## src/rtl/mfg_sweep_unit_pkg.sv

```systemverilog
// Shared types and the bitwise function table for the multi-function gate family.
package mfg_pkg;

    localparam int FUNC_W = 3;
    localparam int OP_MAX_W = 8;

    typedef enum logic [FUNC_W-1:0] {
        FN_AND  = 3'd0,
        FN_OR   = 3'd1,
        FN_XOR  = 3'd2,
        FN_XNOR = 3'd3,
        FN_NAND = 3'd4,
        FN_NOR  = 3'd5,
        FN_PASS = 3'd6,
        FN_NOT  = 3'd7
    } func_e;

    typedef enum logic [1:0] {
        IDLE  = 2'd0,
        SWEEP = 2'd1,
        DRAIN = 2'd2
    } state_e;

    // Evaluated at full operand width; callers truncate to their own WIDTH.
    function automatic logic [OP_MAX_W-1:0] mfg_op(input logic [FUNC_W-1:0] func,
                                                   input logic [OP_MAX_W-1:0] x,
                                                   input logic [OP_MAX_W-1:0] y);
        logic [OP_MAX_W-1:0] r;
        r = '0;
        case (func_e'(func))
            FN_AND:  r = x & y;
            FN_OR:   r = x | y;
            FN_XOR:  r = x ^ y;
            FN_XNOR: r = ~(x ^ y);
            FN_NAND: r = ~(x & y);
            FN_NOR:  r = ~(x | y);
            FN_PASS: r = x;
            FN_NOT:  r = ~x;
            default: r = '0;
        endcase
        return r;
    endfunction

endpackage

```

## src/rtl/mfg_sweep_unit_if.sv

```systemverilog
// Operand/result handshake bundle: master is the traffic source and result sink.
interface mfg_sweep_unit_if #(
    parameter int WIDTH = 4
);
    logic             in_valid;
    logic             in_ready;
    logic [2:0]       func;
    logic [WIDTH-1:0] x;
    logic [WIDTH-1:0] y;
    logic             out_valid;
    logic             out_ready;
    logic [WIDTH-1:0] f;
    logic [2:0]       out_func;

    modport master (
        output in_valid, func, x, y, out_ready,
        input  in_ready, out_valid, f, out_func
    );

    modport slave (
        input  in_valid, func, x, y, out_ready,
        output in_ready, out_valid, f, out_func
    );
endinterface

```

## src/rtl/mfg_sweep_unit_core.sv

```systemverilog
// Bitwise function evaluator shared by every gate variant.
// Latency: 0 cycles (purely combinational).
// Backpressure: none; the caller owns all flow control.
module mfg_core
    import mfg_pkg::*;
#(
    parameter int WIDTH = 4
) (
    input  logic [FUNC_W-1:0] i_func,
    input  logic [WIDTH-1:0]  i_x,
    input  logic [WIDTH-1:0]  i_y,
    output logic [WIDTH-1:0]  o_f
);
    assign o_f = WIDTH'(mfg_op(i_func, OP_MAX_W'(i_x), OP_MAX_W'(i_y)));
endmodule

```

## src/rtl/mfg_sweep_unit.sv

```systemverilog
// Registered multi-function gate with a built-in exhaustive sweep and result signature.
// Latency: 1 cycle from accepted operand (or sweep code) to out_valid.
// Backpressure: single output stage; out_ready=0 holds f/out_func and stalls input and sweep counter.
module mfg_sweep_unit
    import mfg_pkg::*;
#(
    parameter int WIDTH = 4,
    parameter int SIG_W = 16
) (
    input  logic             clk,
    input  logic             rst_n,
    input  logic             mode,
    input  logic             start,
    mfg_sweep_unit_if.slave  bus,
    output logic             busy,
    output logic             done,
    output logic [SIG_W-1:0] signature
);
    localparam int              CNT_W    = FUNC_W + 2 * WIDTH;
    localparam logic [CNT_W-1:0] CNT_LAST = '1;

    state_e            r_state;
    state_e            w_state_nxt;
    logic [CNT_W-1:0]  r_cnt;
    logic              r_armed;
    logic              r_out_valid;
    logic              r_out_sweep;
    logic [WIDTH-1:0]  r_f;
    logic [FUNC_W-1:0] r_out_func;
    logic [SIG_W-1:0]  r_sig;
    logic              r_done;

    logic              w_in_sweep;
    logic              w_load_ok;
    logic              w_load;
    logic              w_accept;
    logic              w_cnt_inc;
    logic              w_sweep_start;
    logic              w_in_ready;
    logic              w_done;
    logic [FUNC_W-1:0] w_op_func;
    logic [WIDTH-1:0]  w_op_x;
    logic [WIDTH-1:0]  w_op_y;
    logic [WIDTH-1:0]  w_op_f;
    logic [SIG_W-1:0]  w_sig_fold;

    assign w_in_sweep = (r_state == SWEEP);
    assign w_load_ok  = !r_out_valid || bus.out_ready;
    assign w_accept   = r_out_valid && bus.out_ready;
    assign w_sig_fold = {r_sig[SIG_W-2:0], r_sig[SIG_W-1]} ^ SIG_W'(r_f);

    // The sweep counter is read as {func, x, y} with y in the LSBs.
    always_comb begin
        w_op_func = bus.func;
        w_op_x    = bus.x;
        w_op_y    = bus.y;
        if (w_in_sweep) begin
            w_op_func = r_cnt[CNT_W-1 -: FUNC_W];
            w_op_x    = r_cnt[2*WIDTH-1 -: WIDTH];
            w_op_y    = r_cnt[WIDTH-1:0];
        end
    end

    mfg_core #(
        .WIDTH (WIDTH)
    ) u_core (
        .i_func (w_op_func),
        .i_x    (w_op_x),
        .i_y    (w_op_y),
        .o_f    (w_op_f)
    );

    always_comb begin
        w_state_nxt   = r_state;
        w_load        = 1'b0;
        w_cnt_inc     = 1'b0;
        w_sweep_start = 1'b0;
        w_in_ready    = 1'b0;
        w_done        = 1'b0;
        case (r_state)
            IDLE: begin
                if (start && mode) begin
                    w_sweep_start = 1'b1;
                    w_state_nxt   = SWEEP;
                end else begin
                    w_in_ready = r_armed && !mode && w_load_ok;
                    w_load     = bus.in_valid && w_in_ready;
                end
            end
            SWEEP: begin
                if (w_load_ok) begin
                    w_load = 1'b1;
                    if (r_cnt == CNT_LAST) begin
                        w_state_nxt = DRAIN;
                    end else begin
                        w_cnt_inc = 1'b1;
                    end
                end
            end
            DRAIN: begin
                if (w_accept) begin
                    w_done      = 1'b1;
                    w_state_nxt = IDLE;
                end
            end
            default: w_state_nxt = IDLE;
        endcase
    end

    always_ff @(posedge clk or negedge rst_n) begin
        if (!rst_n) begin
            r_state <= IDLE;
            r_armed <= 1'b0;
            r_done  <= 1'b0;
            r_cnt   <= '0;
        end else begin
            r_state <= w_state_nxt;
            r_armed <= 1'b1;
            r_done  <= w_done;
            if (w_sweep_start) begin
                r_cnt <= '0;
            end else if (w_cnt_inc) begin
                r_cnt <= r_cnt + CNT_W'(1);
            end
        end
    end

    always_ff @(posedge clk or negedge rst_n) begin
        if (!rst_n) begin
            r_out_valid <= 1'b0;
            r_out_sweep <= 1'b0;
            r_f         <= '0;
            r_out_func  <= '0;
        end else if (w_load) begin
            r_out_valid <= 1'b1;
            r_out_sweep <= w_in_sweep;
            r_f         <= w_op_f;
            r_out_func  <= w_op_func;
        end else if (bus.out_ready) begin
            r_out_valid <= 1'b0;
        end
    end

    // A pass-through result still pending when a sweep starts is not folded in.
    always_ff @(posedge clk or negedge rst_n) begin
        if (!rst_n) begin
            r_sig <= '0;
        end else if (w_sweep_start) begin
            r_sig <= '0;
        end else if (w_accept && r_out_sweep) begin
            r_sig <= w_sig_fold;
        end
    end

    assign bus.in_ready  = w_in_ready;
    assign bus.out_valid = r_out_valid;
    assign bus.f         = r_f;
    assign bus.out_func  = r_out_func;
    assign busy          = (r_state != IDLE);
    assign done          = r_done;
    assign signature     = r_sig;

endmodule

```

## src/flat_wrapper.sv

```systemverilog
// flat-port wrapper written by rule: the top's interface ports become plain ports
module mfg_sweep_unit_flat import mfg_pkg::*;
#(
    parameter int WIDTH = 4,
    parameter int SIG_W = 16
)
  (clk, rst_n, mode, start, busy, done, signature, bus_in_valid, bus_func, bus_x, bus_y, bus_out_ready, bus_in_ready, bus_out_valid, bus_f, bus_out_func);
  mfg_sweep_unit_if #(.WIDTH(WIDTH)) bus_i ();
  input  logic clk;
  input  logic rst_n;
  input  logic mode;
  input  logic start;
  output logic busy;
  output logic done;
  output logic [SIG_W-1:0] signature;
  input wire logic [$bits(bus_i.in_valid)-1:0] bus_in_valid;
  input wire logic [$bits(bus_i.func)-1:0] bus_func;
  input wire logic [$bits(bus_i.x)-1:0] bus_x;
  input wire logic [$bits(bus_i.y)-1:0] bus_y;
  input wire logic [$bits(bus_i.out_ready)-1:0] bus_out_ready;
  output wire logic [$bits(bus_i.in_ready)-1:0] bus_in_ready;
  output wire logic [$bits(bus_i.out_valid)-1:0] bus_out_valid;
  output wire logic [$bits(bus_i.f)-1:0] bus_f;
  output wire logic [$bits(bus_i.out_func)-1:0] bus_out_func;
  assign bus_i.in_valid = bus_in_valid;
  assign bus_i.func = bus_func;
  assign bus_i.x = bus_x;
  assign bus_i.y = bus_y;
  assign bus_i.out_ready = bus_out_ready;
  assign bus_in_ready = bus_i.in_ready;
  assign bus_out_valid = bus_i.out_valid;
  assign bus_f = bus_i.f;
  assign bus_out_func = bus_i.out_func;
  mfg_sweep_unit #(.WIDTH(WIDTH), .SIG_W(SIG_W)) u_core (.clk(clk), .rst_n(rst_n), .mode(mode), .start(start), .bus(bus_i), .busy(busy), .done(done), .signature(signature));
endmodule
```

## config.mk

```make
export PLATFORM = sky130hd
export DESIGN_NAME = mfg_sweep_unit_flat
export DESIGN_NICKNAME = d
export VERILOG_FILES = /design/src/rtl/mfg_sweep_unit_pkg.sv /design/src/rtl/mfg_sweep_unit_if.sv /design/src/rtl/mfg_sweep_unit_core.sv /design/src/rtl/mfg_sweep_unit.sv /design/src/flat_wrapper.sv
export SDC_FILE = /design/constraint.sdc
export NUM_CORES = 1
export LEC_CHECK = 0
export BUFFER_PORTS_ARGS = -buffer_cell sky130_fd_sc_hd__buf_2
export CAP_MARGIN = 20
export CELL_PAD_IN_SITES_DETAIL_PLACEMENT = 0
export CELL_PAD_IN_SITES_GLOBAL_PLACEMENT = 2
export CORE_MARGIN = 3
export CORE_UTILIZATION = 36
export CTS_CLUSTER_SIZE = 30
export DETAILED_ROUTE_END_ITERATION = 6
export GPL_ROUTABILITY_DRIVEN = 1
export PLACE_DENSITY_LB_ADDON = 0.3
export RECOVER_POWER = 50
export SLEW_MARGIN = 20
export SYNTH_ARGS = -nofsm -noshare
export SYNTH_HDL_FRONTEND = slang
export SYNTH_SLANG_ARGS = --single-unit
export TNS_END_PERCENT = 1
```

## constraint.sdc

```tcl
create_clock -name clk -period 4.8 [get_ports clk]
set_input_delay 0.24 -clock clk [delete_from_list [all_inputs] [get_ports clk]]
set_output_delay 0.24 -clock clk [all_outputs]
set_load 0.005 [all_outputs]
```

==> flow_metrics.tcl <==
set metrics [dict create \
    grt_pass1_vias 2052 \
    crit_top_cell "mux2i_1" \
    crit_chain "nand2b_1, mux2i_1, inv_1, ha_1, o221ai_1, mux2i_1, o31ai_1" \
    gp_congestion 0.748 \
    cellLeakagePower_nw 1.27 \
    r2r-end "u_core.bus.f[2]" \
    antenna_found_initial 0 \
    routed_wl_um 5810 \
    cpLargestDelayFamily "simple AND/OR/NAND/NOR gates" \
    crit_path_start "u_core.r_state[1]" \
    final_cells 382 \
    startpoint_type "register" \
    track_usage_pct 16.8 \
    holdPathStages 3 \
    r2r_start "u_core.r_state[1]" \
    place_ws_ns 2.25 \
    reg2reg_depth 7 \
    mostFrequentLayoutCells "53 x nand2_1, 40 x dfrtp_1, 38 x buf_2" \
    postSynthAreaPerCell_um2 8.79 \
    cts_buffers 5 \
    rsz0062_at_grt "false" \
    yosysUniqueCellTypes 46 \
    dp_cells 375 \
    cts_setup_buffers 0 \
    post-route-util_pct 43.9 \
    core-area_um2 6130 \
    crit_path_max_incr_delay_ns 0.70 \
    min_to "u_core.r_out_sweep" \
    cp.required_ns 4.95 \
    syn_area_um2 2360 \
    die_area_um2 7570 \
    ant_nets 0 \
    synth_ff_type "dfrtp_1" \
    hpwl_um 4340 \
    cts.clk_slew.worst_paths_ns 0.08 \
    syn_nets 295 \
    period_minus_slack_ns 2.57 \
    min_period_over_period_pct 53.6 \
    status "finished with violations" \
    final_common_cell "nand2_1" \
    antennaDiodeCount 0 \
    tightest_slew_ns 2.21 \
    power_density_nw_per_um2 522 \
    async_reset_ff_share_pct 100 \
    die_h_um 87.0 \
    synthCells 269 \
    port_buffers 43 \
    violations "capacitance limit, slew limit" \
    via_per_inst 5.33 \
    postCtsHoldBufs 0 \
    critPathKind "reg -> reg" \
    hp-start "bus_in_valid" \
    finalSetupTns_ns 0 \
    initial_core_util_pct 38.6 \
    critPathMaxFanout 19 \
    hold_class "in -> reg" \
    clockBufferDepth 2 \
    worst_slack_ns 2.23 \
    synth_seq_cells 40 \
    drive_gt1_share_pct 17.3 \
    grt_max_degree 41 \
    r2r_slack_ns 2.23 \
    fmax_mhz 389 \
    grt_pass1_wl_um 10100 \
    vdd_drop_max_mv 0.238 \
    ctsResizeCount 0 \
    tritoncts "yes" \
    grt_overflow 0 \
    fp.dieW_um 87.0 \
    drcViolationCount 0 \
    finalHoldViolCount 0 \
    finalSetupViolCount 0 \
    vias 2035 \
    area_growth_pct 13.8 \
    worstSkewPairLatency_ns 0.29 \
    total_power_mw 1.40 \
    cp-end-kind "register" \
    drv_cap 1 \
    maxSlewHeadroom_pct -47.4 \
    wl_per_cell_um 15.2 \
    ios 44 \
    drtIter0Drc 63 \
    num_rows 28 \
    yosys_warnings 0 \
    synth-edff-count 0 \
    h-tree-depth 2 \
    arrival_ns 2.72 \
    critPathBufInv 1 \
    ys_seq_area_share_pct 42.4 \
    cts_num_sinks 40 \
    layout.nets 333 \
    root_buffer "clkbuf_8" \
    drv_slew 41 \
    drt_pre_antenna_iters 4 \
    skew_ns 0.00335 \
    slowest_stage "nand2b_1" \
]
[Yosys cell counts (all sizes together), types with 2 or more instances]
| cell | number | area share, % |
|---|---|---|
| nand2 | 53 | 8.4 |
| dfrtp | 40 | 42 |
| nor2 | 21 | 3.3 |
| a21oi | 20 | 4.2 |
| inv | 13 | 2.1 |
| nand3 | 10 | 2.1 |
| clkbuf | 9 | 1.4 |
| ha | 9 | 4.8 |
| mux2i | 8 | 3.9 |
| a211oi | 6 | 2.1 |
| o31ai | 6 | 1.9 |
| and3 | 5 | 1.3 |
| nor3 | 5 | 1.1 |
| xnor2 | 5 | 1.9 |
| a31oi | 4 | 1.1 |
| o211ai | 4 | 1.3 |
| xor2 | 4 | 1.5 |
| and2 | 3 | 0.79 |
| buf | 3 | 0.90 |
| nand2b | 3 | 0.79 |
| nand4 | 3 | 0.79 |
| nor2b | 3 | 0.79 |
| nor4 | 3 | 0.79 |
| o221ai | 3 | 1.1 |
| o32ai | 3 | 1.1 |
| or3 | 3 | 0.79 |
| and4bb | 2 | 1.1 |
| mux2 | 2 | 1.1 |
| o21ai | 2 | 0.42 |
| or2 | 2 | 0.53 |
[worst reg2reg max path, cell delays in order, from the launching register on]
cell,delay (ns)
dfrtp_1,0.45
nand2b_1,0.70
mux2i_1,0.33
inv_1,0.07
ha_1,0.27
o221ai_1,0.26
mux2i_1,0.25
o31ai_1,0.10
[registers in the layout, summed over array words and instances (netlist names)]
signal / flops
u_core.bus.f: 4
u_core.bus.out_func: 3
u_core.bus.out_valid: 1
u_core.done: 1
u_core.r_armed: 1
u_core.r_cnt: 11
u_core.r_out_sweep: 1
u_core.r_state: 2
u_core.signature: 16
[area by class of cell]
type	count	area [µm²]
fillers	650	3440
multi-input cells	204	1260
flip-flops and latches	40	1000
repair buffers	43	209
well taps	75	93.8
clock buffers	6	72.6
inverters	13	48.8
clock inverters	1	5.00
[stage by stage]
step / area [µm²] / hold WS [ns]
2_1_floorplan: 2360 / -0.0556
6_report: 2690 / 0.305
3_3_place_gp: 2620 / 0.426
4_1_cts: 2700 / 0.118
5_1_grt: 2690 / 0.313
3_5_place_dp: 2620 / 0.432
[cell families after synthesis]
group	Yosys count	synth area share (%)
and+or+nand+nor	122	24.9
AOI/OAI and AO/OA	53	15.1
DFF	40	42.4
buffers and inverters	25	4.39
muxes	10	5.03
adders and majority gates	9	4.76
xor gates and xnor gates	9	3.33
other	1	0.159
[how the worst max path moves through the flow]
stage | slack [ns] | end | cells past startpoint
floorplan | 2.65 | u_core.bus.f[1] | 10
global placement | 2.36 | u_core.bus.f[2] | 7
detailed placement | 2.25 | u_core.bus.f[2] | 7
CTS | 2.22 | u_core.bus.f[2] | 7
global route | 1.97 | u_core.bus.f[2] | 7
finish | 2.23 | u_core.bus.f[2] | 7
[where the power goes]
group | total [mW] | switching [mW] | internal (mW) | leakage, nW
registers | 0.566 | 0.112 | 0.454 | 0.513
clock network | 0.213 | 0.114 | 0.0990 | 0.0410
logic | 0.624 | 0.347 | 0.277 | 0.720
[layer usage]
metal,track usage (%),wire (µm),vias up
li1,-,-,1023
met1,23.1,2790,960
met2,26.7,2640,45
met3,3.03,278,7
met4,5.38,104,0
met5,0,0,-
Power figures use the tool's default switching activity.
